[config.mk]
export PLATFORM = sky130hd
export DESIGN_NAME = lc4_pipe_cla_flat
export DESIGN_NICKNAME = d
export VERILOG_FILES = /design/src/rtl/lc4_pipe_cla_if.sv /design/src/rtl/lc4_pipe_cla.sv /design/src/flat_wrapper.sv
export SDC_FILE = /design/constraint.sdc
export NUM_CORES = 1
export LEC_CHECK = 0
export BUFFER_PORTS_ARGS = -buffer_cell sky130_fd_sc_hd__buf_2
export CORE_ASPECT_RATIO = 0.6
export CORE_UTILIZATION = 35
export CTS_BUF_LIST = sky130_fd_sc_hd__clkbuf_2
export DETAILED_ROUTE_END_ITERATION = 6
export GPL_TIMING_DRIVEN = 0
export PLACE_DENSITY = 0.64
export SETUP_SLACK_MARGIN = 0.15
export SLEW_MARGIN = 15
export SYNTH_ARGS = -nofsm -noshare
export SYNTH_HDL_FRONTEND = slang
export SYNTH_SLANG_ARGS = --single-unit
[constraint.sdc]
create_clock -name clk -period 1.9 [get_ports clk]
set_input_delay 0.19 -clock clk [delete_from_list [all_inputs] [get_ports clk]]
set_output_delay 0.19 -clock clk [all_outputs]
set_load 0.005 [all_outputs]
[src/rtl/lc4_pipe_cla_if.sv]
// rtl/lc4_pipe_cla_if.sv - operand/result handshake bundle for the pipelined CLA add/subtract unit
interface lc4_pipe_cla_if #(
  parameter int W = 16
);
  logic         in_valid;
  logic         in_ready;
  logic [W-1:0] a;
  logic [W-1:0] b;
  logic         cin;
  logic         sub;
  logic         out_valid;
  logic         out_ready;
  logic [W-1:0] sum;
  logic         cout;
  logic         ovf;

  modport master (
    output in_valid, a, b, cin, sub, out_ready,
    input  in_ready, out_valid, sum, cout, ovf
  );

  modport slave (
    input  in_valid, a, b, cin, sub, out_ready,
    output in_ready, out_valid, sum, cout, ovf
  );
endinterface

[src/rtl/lc4_pipe_cla.sv]
// rtl/lc4_pipe_cla.sv - pipelined carry-lookahead add/subtract, one S-bit slice per stage
module lc4_pipe_cla #(
  parameter int W      = 16,
  parameter int STAGES = 4
) (
  input logic           clk,
  input logic           rst,
  lc4_pipe_cla_if.slave bus
);
  localparam int S = W / STAGES;

  logic         adv;
  logic [W-1:0] bb_in;
  logic         c0_in;

  assign bb_in = bus.sub ? ~bus.b : bus.b;
  assign c0_in = bus.sub | bus.cin;

  // Each carry is a flat sum of generate terms gated by the propagates above them.
  function automatic logic [S:0] cla_slice(input logic [S-1:0] x, input logic [S-1:0] y,
                                           input logic ci);
    logic [S-1:0] g;
    logic [S-1:0] p;
    logic [S:0]   c;
    logic         t;
    g    = x & y;
    p    = x | y;
    c    = '0;
    c[0] = ci;
    for (int i = 0; i < S; i++) begin
      t = ci;
      for (int m = 0; m <= i; m++) t = t & p[m];
      c[i+1] = t;
      for (int j = 0; j <= i; j++) begin
        t = g[j];
        for (int m = j + 1; m <= i; m++) t = t & p[m];
        c[i+1] = c[i+1] | t;
      end
    end
    return {c[S], x ^ y ^ c[S-1:0]};
  endfunction

  for (genvar k = 0; k < STAGES; k++) begin : g_stage
    logic         v_src;
    logic         c_src;
    logic [W-1:0] a_src;
    logic [W-1:0] bb_src;
    logic [W-1:0] res_src;
    logic [W-1:0] res_d;
    logic [S:0]   slice;
    logic         valid_q;
    logic         carry_q;
    logic [W-1:0] a_q;
    logic [W-1:0] bb_q;
    logic [W-1:0] res_q;

    if (k == 0) begin : g_head
      assign v_src   = bus.in_valid;
      assign a_src   = bus.a;
      assign bb_src  = bb_in;
      assign c_src   = c0_in;
      assign res_src = '0;
    end else begin : g_body
      assign v_src   = g_stage[k-1].valid_q;
      assign a_src   = g_stage[k-1].a_q;
      assign bb_src  = g_stage[k-1].bb_q;
      assign c_src   = g_stage[k-1].carry_q;
      assign res_src = g_stage[k-1].res_q;
    end

    assign slice = cla_slice(a_src[k*S +: S], bb_src[k*S +: S], c_src);

    always_comb begin
      res_d            = res_src;
      res_d[k*S +: S]  = slice[S-1:0];
    end

    // Global stall: every stage holds together, so bubbles keep their slots.
    always_ff @(posedge clk) begin
      if (rst) begin
        valid_q <= 1'b0;
        carry_q <= 1'b0;
        a_q     <= '0;
        bb_q    <= '0;
        res_q   <= '0;
      end else if (adv) begin
        valid_q <= v_src;
        carry_q <= slice[S];
        a_q     <= a_src;
        bb_q    <= bb_src;
        res_q   <= res_d;
      end
    end
  end

  logic unused_last;
  assign unused_last = ^{g_stage[STAGES-1].a_q, g_stage[STAGES-1].bb_q};

  assign bus.out_valid = g_stage[STAGES-1].valid_q;
  assign adv           = !bus.out_valid || bus.out_ready;
  assign bus.in_ready  = adv;
  assign bus.sum       = g_stage[STAGES-1].res_q;
  assign bus.cout      = g_stage[STAGES-1].carry_q;
  assign bus.ovf       = (g_stage[STAGES-1].a_q[W-1] == g_stage[STAGES-1].bb_q[W-1]) &&
                         (g_stage[STAGES-1].res_q[W-1] != g_stage[STAGES-1].a_q[W-1]);
endmodule
[src/flat_wrapper.sv]
// flat-port wrapper written by rule: the top's interface ports become plain ports
module lc4_pipe_cla_flat 
#(
  parameter int W      = 16,
  parameter int STAGES = 4
)
  (clk, rst, bus_in_valid, bus_a, bus_b, bus_cin, bus_sub, bus_out_ready, bus_in_ready, bus_out_valid, bus_sum, bus_cout, bus_ovf);
  lc4_pipe_cla_if #(.W(W)) bus_i ();
  input logic clk;
  input logic rst;
  input wire logic [$bits(bus_i.in_valid)-1:0] bus_in_valid;
  input wire logic [$bits(bus_i.a)-1:0] bus_a;
  input wire logic [$bits(bus_i.b)-1:0] bus_b;
  input wire logic [$bits(bus_i.cin)-1:0] bus_cin;
  input wire logic [$bits(bus_i.sub)-1:0] bus_sub;
  input wire logic [$bits(bus_i.out_ready)-1:0] bus_out_ready;
  output wire logic [$bits(bus_i.in_ready)-1:0] bus_in_ready;
  output wire logic [$bits(bus_i.out_valid)-1:0] bus_out_valid;
  output wire logic [$bits(bus_i.sum)-1:0] bus_sum;
  output wire logic [$bits(bus_i.cout)-1:0] bus_cout;
  output wire logic [$bits(bus_i.ovf)-1:0] bus_ovf;
  assign bus_i.in_valid = bus_in_valid;
  assign bus_i.a = bus_a;
  assign bus_i.b = bus_b;
  assign bus_i.cin = bus_cin;
  assign bus_i.sub = bus_sub;
  assign bus_i.out_ready = bus_out_ready;
  assign bus_in_ready = bus_i.in_ready;
  assign bus_out_valid = bus_i.out_valid;
  assign bus_sum = bus_i.sum;
  assign bus_cout = bus_i.cout;
  assign bus_ovf = bus_i.ovf;
  lc4_pipe_cla #(.W(W), .STAGES(STAGES)) u_core (.clk(clk), .rst(rst), .bus(bus_i));
endmodule
==> impl_metrics.json <==
{
  "clk_path_buf_depth": 2,
  "p_leak_nw": 2.32,
  "numCtsBuffers": 9,
  "worst_slack_ns": 0.0955,
  "r2r-end": "u_core.g_stage[1].a_q[11]$_SDFFE_PP0P_",
  "cap_violations": 0,
  "place_area_sq_mm": 0.00498,
  "first_pass_iters": 5,
  "layout_common_cells": "nand2_1 (149), dfxtp_1 (97), a21oi_1 (76)",
  "syn_inst": 550,
  "ys_seq_area_share_pct": 43.8,
  "hp-start": "bus_sub",
  "worstHoldPathType": "input port to flip-flop",
  "vdd_drop_max_v": 0.000334,
  "drv_slew": 0,
  "fmax_mhz": 554,
  "antenna_found_initial": 1,
  "dp_slack_ns": -0.00712,
  "avgSynthCellArea_sq_um": 8.14,
  "yosys-top-cells-area": "dfxtp_1 (44%), nand2_1 (13%), ha_1 (8.9%), a21oi_1 (8.5%), a211oi_1 (3.2%)",
  "hold_depth": 4,
  "r2r_start": "u_core.bus.out_valid$_SDFFE_PP0P_",
  "slowest_delay_ns": 0.40,
  "status": "finished clean",
  "grt_pass1_wl_mm": 18.6,
  "final_cell_count_no_fill": 824,
  "rsz0062_at_grt": "yes",
  "power_mw": 3.96,
  "worstMarginPinSlew_ns": 0.617,
  "worstPathRequired_ns": 1.71,
  "setup-tns-final_ns": 0,
  "globalplace.congestion": 0.816,
  "dp_cells": 770,
  "synthFlopType": "dfxtp_1",
  "synth_area_sq_mm": 0.00447,
  "fin_util_pct": 45.1,
  "synth_edf_count": 0,
  "yosysUniqueCellTypes": 36,
  "io_pins": 58,
  "vias": 3924,
  "crit_fanout": 5,
  "synth.top_cell.area_share_pct": 43.8,
  "min_to": "u_core.g_stage[0].bb_q[8]$_SDFFE_PP0P_",
  "via_per_inst": 4.76,
  "die-height_um": 89.6,
  "drt_iter0_drc": 281,
  "setup_violations": 0,
  "grt_max_degree": 19,
  "drive_gt1_share_pct": 16.0,
  "r2r_cells": 6,
  "die_area_sq_mm": 0.0133,
  "async_flop_share_pct": 0,
  "path_cells": "nor2b_4 > buf_6 > inv_6 > buf_8 > buf_8 > buf_6",
  "yosys.area.top_type": "dfxtp_1",
  "final_common_cell": "nand2_1",
  "critPathKind": "flip-flop to primary output",
  "htreeDepth": 3,
  "placementRows": 31,
  "fillers": 1215,
  "relSlewSlack_pct": 58.8,
  "fp.coreArea_sq_mm": 0.0123,
  "synth_seq_cells": 98,
  "cts_sinks": 98,
  "root_buffer": "clkbuf_2",
  "nets": 727,
  "start_kind": "flip-flop",
  "antenna_left": 0,
  "grt_pass1_vias": 3710,
  "r2r_slack_ns": 0.26,
  "routedWlPerCell_um": 14.4,
  "tritoncts": "yes",
  "cp-end-kind": "primary output",
  "finClkSkew_ns": 0.0354,
  "dp_hpwl_mm": 8.68,
  "fin_crit_sh_pct": 95.0,
  "wl_mm": 11.8,
  "hold_slack_ns": 0.0926,
  "arrival_ns": 1.61,
  "power_density_mw_per_mm2": 715,
  "die-width_um": 148,
  "drc_errors": 0,
  "ys_warn_count": 0,
  "grtUsageTotal_pct": 18.5,
  "io_buffer_count": 55,
  "clkTransAtPathRegs_ns": 0.29,
  "layout-area-overhead-vs-synth_pct": 23.6,
  "overflow": 0,
  "crit_slowest_cell": "dfxtp_2",
  "initial_core_util_pct": 36.5,
  "hold_viol": 0,
  "fin_area_sq_mm": 0.00553,
  "finalCriticalPeriod_ns": 1.80,
  "syn_nets": 624,
  "clkLatencyLatePin_ns": 0.59
}
[critical path: cells and delay by family (launching register included)]
| family | cells | cell delay, ns |
|---|---|---|
| buffers and inverters | 5 | 0.47 |
| flip-flops | 1 | 0.40 |
| AND/OR/NAND/NOR | 1 | 0.13 |
[state kept, by name (all words and copies together) (netlist names)]
name	cells
u_core.g_stage.a_q	25
u_core.g_stage.bb_q	25
u_core.g_stage.res_q	24
u_core.bus.sum	16
u_core.g_stage.carry_q	3
u_core.g_stage.valid_q	3
u_core.bus.cout	1
u_core.bus.out_valid	1
[area by class of cell]
class / count / area (sq um) / share of cell area, %
timing repair buffer: 92 / 642 / 11.6
antenna: 1 / 2.50 / 0.0452
buffer: 37 / 216 / 3.91
tap: 165 / 206 / 3.73
sequential: 98 / 1960 / 35.5
clock inverter: 7 / 85.1 / 1.54
inverter: 36 / 140 / 2.53
multi-input combinational: 379 / 2230 / 40.3
clock buffer: 9 / 45.0 / 0.814
[worst max path at each step]
| stage | start | end | slack (ns) |
|---|---|---|---|
| CTS | u_core.bus.out_valid$_SDFFE_PP0P_ | bus_in_ready | 0.05 |
| global route | u_core.bus.out_valid$_SDFFE_PP0P_ | bus_in_ready | -0.008 |
| global placement | bus_sub | u_core.g_stage[0].res_q[2]$_SDFFE_PP0P_ | 0.03 |
| floorplan | bus_sub | u_core.g_stage[0].res_q[2]$_SDFFE_PP0P_ | 0.15 |
| finish | u_core.bus.out_valid$_SDFFE_PP0P_ | bus_in_ready | 0.1 |
| detailed placement | bus_sub | u_core.g_stage[0].res_q[2]$_SDFFE_PP0P_ | -0.007 |
[cell usage after synthesis (2+ instances only)]
cell type  instances
nor4b_1            3
ha_1              32
nor3_1             6
clkbuf_1          13
nand2b_1           4
a211oi_1          19
xor2_1             6
o211ai_1           3
buf_1              6
inv_2              2
o21bai_1           4
o21ai_0            4
nor2_1            26
nand3_1            6
a31oi_1            3
a21oi_1           76
xnor2_1           14
nor2b_1            4
inv_1             34
buf_2             17
o311ai_1           3
nand4b_1           3
fa_1               4
nand2_1          149
dfxtp_1           98
[logic make-up after synthesis]
group                      Yosys count  share of synthesized area [%]
DFF                                 98                           43.8
buffers and inverters               73                           6.77
xor gates and xnor gates            20                           3.92
adders and majority gates           36                           10.7
and+or+nand+nor                    205                           19.0
muxes                                1                          0.224
AOI/OAI and AO/OA                  117                           15.5
[layer usage]
metal	global-route usage (%)	part of all wire, %	vias up
met4	3.37	0.17	0
met2	28.6	41	121
met3	4.09	7.0	2
met5	0	0	-
met1	26.7	52	1806
li1	-	-	1995
[report_power, final]
part / switching [mW] / internal (mW) / total (mW)
sequential: 0.0894 / 2.20 / 2.29
clock: 0.766 / 0.329 / 1.10
combinational: 0.293 / 0.282 / 0.576
total: 1.15 / 2.81 / 3.96
[repair_timing]
item	CTS	global route
hold buffers	33	0
pin swaps	0	0
hold endpoints to repair	27	0
resized for setup	13	8
endpoints found under the setup margin	6	23
setup buffers	3	1
No activity file was read; power rests on OpenSTA's default activity.
